**src/rtl/riscv_mem_pkg.sv**
```systemverilog
// Shared encodings for the fetch/data memory port arbiter.
package riscv_mem_pkg;

  localparam int unsigned BE_W = 4;

  // Arbiter state encoding
  typedef enum logic [2:0] {
    ST_IDLE   = 3'd0,
    ST_BUSY_I = 3'd1,
    ST_BUSY_D = 3'd2,
    ST_DONE_I = 3'd3,
    ST_DONE_D = 3'd4
  } arb_state_e;

  // Grant identifiers
  localparam logic GNT_I = 1'b0;
  localparam logic GNT_D = 1'b1;

  // Full-word byte enable used for instruction fetches
  localparam logic [BE_W-1:0] BE_WORD = 4'hF;

endpackage

```
**src/rtl/arb_wait_timer.sv**
```systemverilog
// Saturating event counter with clear/enable and a limit indication.
// LOOKAHEAD=0: timeout_c is high while the count sits at LIMIT.
// LOOKAHEAD=1: timeout_c is high in the cycle whose increment reaches LIMIT.
module arb_wait_timer #(
  parameter int unsigned LIMIT     = 255,
  parameter bit          LOOKAHEAD = 1'b0,
  localparam int unsigned CW       = $clog2(LIMIT + 1)
) (
  input  logic clk,
  input  logic rst_n,
  input  logic clr_i,
  input  logic en_i,
  output logic timeout_c
);

  logic [CW-1:0] cnt_q, cnt_d;
  logic          at_limit;

  assign at_limit = (cnt_q == CW'(LIMIT));

  // Next count: clear wins, then saturating increment
  always_comb begin
    cnt_d = cnt_q;
    if (clr_i) begin
      cnt_d = '0;
    end else if (en_i && !at_limit) begin
      cnt_d = cnt_q + CW'(1);
    end
  end

  // Count register
  always_ff @(posedge clk or negedge rst_n) begin
    if (!rst_n) begin
      cnt_q <= '0;
    end else begin
      cnt_q <= cnt_d;
    end
  end

  assign timeout_c = LOOKAHEAD ? (en_i && !clr_i && (cnt_q == CW'(LIMIT - 1)))
                               : at_limit;

endmodule

```
**src/rtl/mem_port_arbiter.sv**
```systemverilog
// Shares a single-port variable-latency memory bus between fetch and data ports.
module mem_port_arbiter
  import riscv_mem_pkg::*;
#(
  parameter int unsigned AW           = 32,
  parameter int unsigned DW           = 32,
  parameter int unsigned STARVE_LIMIT = 4,
  parameter int unsigned MAX_WAIT     = 255
) (
  input  logic            clk,
  input  logic            reset,
  input  logic            i_req,
  input  logic [AW-1:0]   i_addr,
  output logic [DW-1:0]   i_rdata,
  output logic            i_ready,
  input  logic            d_req,
  input  logic            d_we,
  input  logic [BE_W-1:0] d_be,
  input  logic [AW-1:0]   d_addr,
  input  logic [DW-1:0]   d_wdata,
  output logic [DW-1:0]   d_rdata,
  output logic            d_ready,
  output logic            mem_req,
  output logic            mem_we,
  output logic [BE_W-1:0] mem_be,
  output logic [AW-1:0]   mem_addr,
  output logic [DW-1:0]   mem_wdata,
  input  logic [DW-1:0]   mem_rdata,
  input  logic            mem_ack,
  output logic            stall_if,
  output logic            stall_mem,
  output logic            bus_err
);

  arb_state_e      state_q, state_d;
  logic            mem_req_q, mem_req_d;
  logic            mem_we_q, mem_we_d;
  logic [BE_W-1:0] mem_be_q, mem_be_d;
  logic [AW-1:0]   mem_addr_q, mem_addr_d;
  logic [DW-1:0]   mem_wdata_q, mem_wdata_d;
  logic [DW-1:0]   i_rdata_q, i_rdata_d;
  logic [DW-1:0]   d_rdata_q, d_rdata_d;
  logic            i_ready_q, i_ready_d;
  logic            d_ready_q, d_ready_d;
  logic            bus_err_q, bus_err_d;

  logic            gnt_id;
  logic            wait_en, wait_clr, wait_fire;
  logic            starve_inc, starve_clr, starve_sat;

  // Bus wait watchdog: fires on the edge where the count reaches MAX_WAIT
  arb_wait_timer #(.LIMIT(MAX_WAIT), .LOOKAHEAD(1'b1)) u_wait_timer (
    .clk       (clk),
    .rst_n     (reset),
    .clr_i     (wait_clr),
    .en_i      (wait_en),
    .timeout_c (wait_fire)
  );

  // Consecutive data grants taken while a fetch was waiting
  arb_wait_timer #(.LIMIT(STARVE_LIMIT), .LOOKAHEAD(1'b0)) u_starve_timer (
    .clk       (clk),
    .rst_n     (reset),
    .clr_i     (starve_clr),
    .en_i      (starve_inc),
    .timeout_c (starve_sat)
  );

  // Next-state, launch and completion logic
  always_comb begin
    state_d     = state_q;
    mem_req_d   = mem_req_q;
    mem_we_d    = mem_we_q;
    mem_be_d    = mem_be_q;
    mem_addr_d  = mem_addr_q;
    mem_wdata_d = mem_wdata_q;
    i_rdata_d   = i_rdata_q;
    d_rdata_d   = d_rdata_q;
    i_ready_d   = 1'b0;
    d_ready_d   = 1'b0;
    bus_err_d   = bus_err_q;
    gnt_id      = GNT_D;
    wait_en     = 1'b0;
    wait_clr    = 1'b0;
    starve_inc  = 1'b0;
    starve_clr  = 1'b0;

    unique case (state_q)
      ST_IDLE: begin
        wait_clr = 1'b1;
        if (i_req || d_req) begin
          gnt_id    = (d_req && !(i_req && starve_sat)) ? GNT_D : GNT_I;
          mem_req_d = 1'b1;
          if (gnt_id == GNT_D) begin
            mem_we_d    = d_we;
            mem_be_d    = d_be;
            mem_addr_d  = d_addr;
            mem_wdata_d = d_wdata;
            starve_inc  = i_req;
            state_d     = ST_BUSY_D;
          end else begin
            mem_we_d    = 1'b0;
            mem_be_d    = BE_WORD;
            mem_addr_d  = i_addr;
            mem_wdata_d = '0;
            starve_clr  = 1'b1;
            state_d     = ST_BUSY_I;
          end
        end
      end

      ST_BUSY_I, ST_BUSY_D: begin
        if (mem_ack) begin
          mem_req_d = 1'b0;
          mem_we_d  = 1'b0;
          if (state_q == ST_BUSY_I) begin
            i_rdata_d = mem_rdata;
          end else if (!mem_we_q) begin
            d_rdata_d = mem_rdata;
          end
        end else begin
          wait_en = 1'b1;
          if (wait_fire) begin
            mem_req_d = 1'b0;
            bus_err_d = 1'b1;
            if (state_q == ST_BUSY_I) begin
              i_rdata_d = '0;
            end else begin
              d_rdata_d = '0;
            end
          end
        end
        if (mem_ack || wait_fire) begin
          if (state_q == ST_BUSY_I) begin
            i_ready_d = 1'b1;
            state_d   = ST_DONE_I;
          end else begin
            d_ready_d = 1'b1;
            state_d   = ST_DONE_D;
          end
        end
      end

      ST_DONE_I, ST_DONE_D: begin
        wait_clr = 1'b1;
        state_d  = ST_IDLE;
      end

      default: begin
        state_d = ST_IDLE;
      end
    endcase
  end

  // State and output registers; reset aborts any in-flight access
  always_ff @(posedge clk or negedge reset) begin
    if (!reset) begin
      state_q     <= ST_IDLE;
      mem_req_q   <= 1'b0;
      mem_we_q    <= 1'b0;
      mem_be_q    <= '0;
      mem_addr_q  <= '0;
      mem_wdata_q <= '0;
      i_rdata_q   <= '0;
      d_rdata_q   <= '0;
      i_ready_q   <= 1'b0;
      d_ready_q   <= 1'b0;
      bus_err_q   <= 1'b0;
    end else begin
      state_q     <= state_d;
      mem_req_q   <= mem_req_d;
      mem_we_q    <= mem_we_d;
      mem_be_q    <= mem_be_d;
      mem_addr_q  <= mem_addr_d;
      mem_wdata_q <= mem_wdata_d;
      i_rdata_q   <= i_rdata_d;
      d_rdata_q   <= d_rdata_d;
      i_ready_q   <= i_ready_d;
      d_ready_q   <= d_ready_d;
      bus_err_q   <= bus_err_d;
    end
  end

  assign mem_req   = mem_req_q;
  assign mem_we    = mem_we_q;
  assign mem_be    = mem_be_q;
  assign mem_addr  = mem_addr_q;
  assign mem_wdata = mem_wdata_q;
  assign i_rdata   = i_rdata_q;
  assign d_rdata   = d_rdata_q;
  assign i_ready   = i_ready_q;
  assign d_ready   = d_ready_q;
  assign bus_err   = bus_err_q;

  // Stall requests for the hazard unit
  assign stall_if  = i_req & ~i_ready_q;
  assign stall_mem = d_req & ~d_ready_q;

endmodule

```
**config.mk**
```make
export PLATFORM = sky130hd
export DESIGN_NAME = mem_port_arbiter
export DESIGN_NICKNAME = d
export VERILOG_FILES = /design/src/rtl/riscv_mem_pkg.sv /design/src/rtl/arb_wait_timer.sv /design/src/rtl/mem_port_arbiter.sv
export SDC_FILE = /design/constraint.sdc
export NUM_CORES = 1
export LEC_CHECK = 0
export CORE_ASPECT_RATIO = 1.1
export CORE_MARGIN = 2
export CORE_UTILIZATION = 23
export CTS_CLUSTER_SIZE = 10
export DETAILED_ROUTE_END_ITERATION = 6
export SKIP_CTS_REPAIR_TIMING = 1
export SLEW_MARGIN = 20
export SYNTH_ARGS = -nofsm -noshare
export SYNTH_HDL_FRONTEND = slang
export SYNTH_SLANG_ARGS = --single-unit
```
**constraint.sdc**
```tcl
create_clock -name clk -period 1.6 [get_ports clk]
set_input_delay 0.32 -clock clk [delete_from_list [all_inputs] [get_ports clk]]
set_output_delay 0.32 -clock clk [all_outputs]
set_load 0.005 [all_outputs]
```
# --- Word-level counts from Yosys, hierarchy flattened ---
# Index checks and enable logic that the tools add are counted.
totals:
  output_inout_bits: 139
  latch_bits: 0
  ram_bits: 0
  wordCells: 104
  rom_bits: 0
  n_memories: 0
  reg_bits: 151
classes:
  n_shift: 0
  add_sub_neg: 2
  n_reduce_logical: 26
  bitwise: 6
  n_lt_le_gt_ge: 0
  n_div: 0
  n_mux: 45
  eq_ne: 12
  n_mul: 0
ops:
  columns: ["operator", "count"]
  rows:
  - ["32-bit 2-to-1 mux", 11]
  - ["1-bit 2-to-1 mux", 22]
  - ["8-bit == test (second input constant)", 2]
  - ["8-bit 2-to-1 mux", 2]
  - ["3-bit 2-to-1 mux", 5]
  - ["3-bit AND reduction", 4]
  - ["8-bit by 1-bit adder with 8-bit output (second input constant)", 1]
  - ["2-bit != test (second input constant)", 4]
  - ["2-bit nonzero test", 4]
  - ["3-bit by 2-bit == test with 1-bit output (second input constant)", 2]
  - ["3-bit == test (second input constant)", 2]
  - ["1-bit logical AND", 6]
  - ["3-bit case mux with 2 select lines", 1]
  - ["1-bit logical NOT", 4]
  - ["4-bit 2-to-1 mux", 1]
  - ["1-bit NOT", 4]
  - ["1-bit case mux with 2 select lines", 2]
  - ["2-bit AND reduction", 2]
  - ["4-bit AND reduction", 1]
  - ["3-bit by 1-bit adder with 3-bit output (second input constant)", 1]
  - ["3-bit by 1-bit == test with 1-bit output (second input constant)", 1]
  - ["3-bit logical NOT", 1]
  - ["3-bit != test (second input constant)", 1]
  - ["3-bit OR reduction", 1]
  - ["other kinds (4)", 6]

# --- Logic depth before layout (Yosys ltp) ---
depth:
  depth_word: 11
  depth_mapped: 7
  mapped_depth_nobuf: 6

# --- By module ---
# A second synthesis with hierarchy kept.
hier_totals:
  hier_cells: 514
  hier_area_um2: 6418.7
modules_own_cells:
  columns: ["module", "seq_area_each_um2", "area_per_inst_um2", "cells_per_inst", "n_inst"]
  rows:
  - ["mem_port_arbiter", 3503.4, 5730.5, 445, 1]
  - ["arb_wait_timer (u_wait_timer)", 200.2, 495.5, 51, 1]
  - ["arb_wait_timer (u_starve_timer)", 75.1, 192.7, 18, 1]

# --- Worst setup path before layout ---
# No wires, ideal clock.
synth_timing:
  kind: "flip-flop to flip-flop"
  from: "register state_q[2]"
  to: "register d_rdata_q[11], in the netlist d_rdata[11]"
  setup_ns: 0.121
  stages_incl_launch_ff: 7
  path_buffers: 2
  path_slack_ns: -0.084
  arrival_ns: 1.563
  period_less_slack_ns: 1.684
  cell_sequence: "dfrtp_1 > or2_0 > buf_2 > nor4_4 > o21bai_1 > buf_2 > a22o_1"
synth_between:
  elab_chain_len: 8
  elab_cells_between_ends: 15
  classes_between: "eq/ne (4); mux (2); bitwise (1); reduce/logical (8)"
synth_lines:
  columns: ["item", "line_no", "text"]
  rows:
  - ["start: declaration", "mem_port_arbiter.sv:35", "arb_state_e state_q, state_d;"]
  - ["start signal: assignment", "mem_port_arbiter.sv:170", "state_q <= state_d;"]
  - ["3-bit by 2-bit == test with 1-bit output (tied with other cells)", "mem_port_arbiter.sv:88", "unique case (state_q)"]
  - ["3-bit OR reduction (no source line)", null, null]
  - ["1-bit 2-to-1 mux", "mem_port_arbiter.sv:88", null]
  - ["1-bit logical NOT", "arb_wait_timer.sv:40", "assign timeout_c = LOOKAHEAD ? (en_i && !clr_i && (cnt_q == CW'(LIMIT - 1)))"]
  - ["1-bit logical AND (2 in series)", "arb_wait_timer.sv:40", null]
  - ["2-bit nonzero test (no source line)", null, null]
  - ["4-bit AND reduction (no source line) *", null, null]
  - ["end signal: assignment", "mem_port_arbiter.sv:177", "d_rdata_q <= d_rdata_d;"]
  - ["end: declaration", "mem_port_arbiter.sv:42", "logic [DW-1:0] d_rdata_q, d_rdata_d;"]
# Mark *: on every way between the ends. The rest lies on a longest branch, timed or not.
# A chain may end at the register's enable or synchronous reset.

# --- Worst setup path after layout ---
layout_timing:
  from: "register u_wait_timer.cnt_q[3]"
  to: "register d_rdata_q[1], in the netlist d_rdata[1]"
layout_between:
  elab_chain_len: 4
layout_lines:
  columns: ["item", "line_no", "text"]
  rows:
  - ["start: declaration", "arb_wait_timer.sv:16", "logic [CW-1:0] cnt_q, cnt_d;"]
  - ["start signal: assignment", "arb_wait_timer.sv:36", "cnt_q <= cnt_d;"]
  - ["8-bit == test", "arb_wait_timer.sv:40", null]
  - ["1-bit logical AND", "arb_wait_timer.sv:40", null]
  - ["2-bit nonzero test (no source line)", null, null]
  - ["4-bit AND reduction (no source line)", null, null]
# Every way passes these cells.

==> results.json <==
{
  "clk_tree_root_cell": "sky130_fd_sc_hd__clkbuf_16",
  "placed_cell_area_mm2": 0.00957,
  "ys_dominant_reg_cell": "sky130_fd_sc_hd__dfrtp_1",
  "final.setup.worst_slack_ps": -116,
  "timing.critical_path.from_type": "flip-flop",
  "grt_max_degree": 45,
  "cts.clk_slew.worst_paths_ps": 60,
  "detail_route.wl_per_cell_um": 17.5,
  "async_flop_share": 1.00,
  "nNetsFinal": 952,
  "row_count": 62,
  "powerDensity_mw_per_mm2": 1730,
  "synth_commonest_cells": "sky130_fd_sc_hd__dfrtp_1 (151), sky130_fd_sc_hd__a22o_1 (96), sky130_fd_sc_hd__nand2_1 (48), sky130_fd_sc_hd__o21ai_0 (38), sky130_fd_sc_hd__mux2i_1 (35)",
  "required_ps": 1910,
  "clock_sinks": 151,
  "pin_count": 277,
  "final_layout_size_suffix_gt1_frac": 0.164,
  "criticalPathCategory": "flip-flop to flip-flop",
  "num_vias": 5160,
  "worstPathArrival_ps": 2020,
  "maximum_fanout_count_along_the_critical_path": 12,
  "outcome": "finished, violations left",
  "buffer_ports.inserted": 276,
  "diodes": 0,
  "yosys_warnings": 0,
  "drt.antenna.violating_nets": 0,
  "maxSlewHeadroom": 0.716,
  "detail_route.drc_violations": 0,
  "static_power_due_to_leakage_uw": 0.00645,
  "max_cap_violations": 0,
  "detail_route.wirelength_um": 20600,
  "fill_cells": 2413,
  "cell_type_of_the_slowest_stage_on_the_worst_timing_path": "sky130_fd_sc_hd__nor4_4",
  "timing.critical_path.cells": "nand4_1 -> nor4_4 -> buf_4 -> o21bai_4 -> clkbuf_16 -> a22o_1",
  "drt_iter0_markers": 290,
  "rsz0062_at_grt": "true",
  "max_freq_mhz": 583,
  "cts.path.max_buffers": 2,
  "synth_edf_count": 0,
  "grt_pass1_wl_um": 30000,
  "share_of_the_synthesized_area_in_the_top_cell_type": 0.626,
  "postSynthNetCount": 622,
  "finish.utilization": 0.425,
  "postLayoutCellArea_mm2": 0.0110,
  "ys_seq_area_frac": 0.626,
  "setup-tns-final_ps": -3320,
  "synth.area.top_cells": "sky130_fd_sc_hd__dfrtp_1 (63%), sky130_fd_sc_hd__a22o_1 (14%), sky130_fd_sc_hd__mux2i_1 (5.8%)",
  "synth_top_cell_by_area": "sky130_fd_sc_hd__dfrtp_1",
  "finalCriticalPeriod_ps": 1720,
  "timing.clock.skew_ps": 8.58,
  "syn_area_per_cell_um2": 12.6,
  "violations": "negative setup slack",
  "timing.hold.worst.class": "input port to flip-flop",
  "antenna_found_initial": 0,
  "starting_density": 0.232,
  "htree_levels": 4,
  "cts_made_buffers": 17,
  "synth.cell_area_mm2": 0.00604,
  "worst-slew-pin-transition_ps": 426,
  "tritoncts": "built",
  "report.final.slew_viol_count": 0,
  "synth_cell_type_count": 44,
  "multi_input_area_mm2": 0.00222,
  "seq_area_mm2": 0.00378,
  "firstDrtPassIters": 4,
  "syn2layout_area_growth_pct": 83.0,
  "post-synth-top-count-cell": "sky130_fd_sc_hd__dfrtp_1",
  "timing_hold_violations_final": 0,
  "grt.total_usage": 0.142,
  "mean_number_of_vias_per_cell": 4.39,
  "die_w_um": 158,
  "dieHeight_um": 174,
  "vdd.ir_drop.worst_mv": 0.878,
  "postSynthRegisterBits": 151,
  "final_wtd_congestion": 0.813,
  "setup.worst_path.end_class": "flip-flop",
  "grt-ovfl-total": 0,
  "finalSetupViolCount": 34,
  "vias_in_the_first_global_route": 5239,
  "final_worst_path_period_share": 1.07,
  "place.detailed.hpwl_um": 13900,
  "placeableCoreArea_mm2": 0.0260,
  "die_area_mm2": 0.0276,
  "clock_insertion_delay_worst_skew_ps": 420,
  "cp_slowest_stage_delay_ps": 380,
  "report.power.total_uw": 19100,
  "synthCells": 480
}
## routing by layer
layer | routed length (um) | GRT usage
met3 | 830 | 0.0304
met5 | 0 | 0
met4 | 610 | 0.0616
met1 | 8590 | 0.178
met2 | 10600 | 0.235
## flip-flops by register name (all words and copies together) (netlist names)
name,flops
state_q,3
mem_be,4
mem_wdata,32
mem_addr,32
i_ready,1
bus_err,1
mem_we,1
mem_req,1
u_starve_timer.cnt_q,3
i_rdata,32
d_ready,1
d_rdata,32
u_wait_timer.cnt_q,8
## worst paths after layout
kind | startpoint | end | slack (ps) | depth (start not counted)
worst max-delay path | u_wait_timer.cnt_q[3] | d_rdata[1] | -120 | 6
worst min-delay path | i_req | u_starve_timer.cnt_q[2] | 330 | 3
worst max register to register | u_wait_timer.cnt_q[3] | d_rdata[1] | -120 | 6
worst min register to register | bus_err | bus_err | 470 | 1
max in group asynchronous | reset | i_rdata[30] | 650 | 3
min in group asynchronous | reset | i_rdata[15] | 390 | 2
## cells by family after synthesis
kind of cell	count (synthesis)	share of synthesized area
AO/OA/AOI/OAI	154	0.197
adder cells (fa/ha/maj)	4	0.00829
multiplexers	36	0.0599
XOR/XNOR	1	0.00270
flip-flops	151	0.626
AND/OR/NAND/NOR	93	0.0761
buffers and inverters	41	0.0303
## worst max-delay path, delay by kind of cell, from the launching register on
kind,cells,cell delay [ps]
and+or+nand+nor,2,580
AOI/OAI and AO/OA,2,280
buffers and inverters,2,380
DFF,1,370
## area by class of cell
cell class / instances / area share
Tap cell: 352 / 0.0399
Clock buffer: 18 / 0.0398
Multi-Input combinational cell: 288 / 0.201
Sequential cell: 151 / 0.342
Timing Repair Buffer: 346 / 0.357
Inverter: 6 / 0.00204
Clock inverter: 14 / 0.0172
## placed cells by master (no fill, tap or decap), types with 4 or more instances in the layout
| cell | instances |
|---|---|
| sky130_fd_sc_hd__a22o_1 | 96 |
| sky130_fd_sc_hd__buf_12 | 12 |
| sky130_fd_sc_hd__buf_4 | 44 |
| sky130_fd_sc_hd__buf_6 | 5 |
| sky130_fd_sc_hd__clkbuf_16 | 24 |
| sky130_fd_sc_hd__clkdlybuf4s50_1 | 134 |
| sky130_fd_sc_hd__dfrtp_1 | 149 |
| sky130_fd_sc_hd__dlymetal6s2s_1 | 141 |
| sky130_fd_sc_hd__inv_1 | 6 |
| sky130_fd_sc_hd__mux2i_1 | 33 |
| sky130_fd_sc_hd__nand2_1 | 45 |
| sky130_fd_sc_hd__nor2_1 | 6 |
| sky130_fd_sc_hd__nor2b_1 | 4 |
| sky130_fd_sc_hd__o21ai_0 | 38 |
| sky130_fd_sc_hd__o22a_1 | 4 |
## report_power, final
group	switching [uW]	total [uW]	leakage, uW	internal (uW)
sequential	855	6310	0.00190	5450
combinational	3380	8410	0.00425	5040
clock	1800	4350	0.000300	2550
## metrics by stage
step                setup WS (ps)  hold WS, ps  std cells
floorplan                   -35.1         24.4        480
CTS                          -402         -178       1147
finish                       -116          326       1175
global route                 -195          350       1175
detailed placement           -442          278       1115
global placement             -422          272       1115
Power figures use the tool's default switching activity.
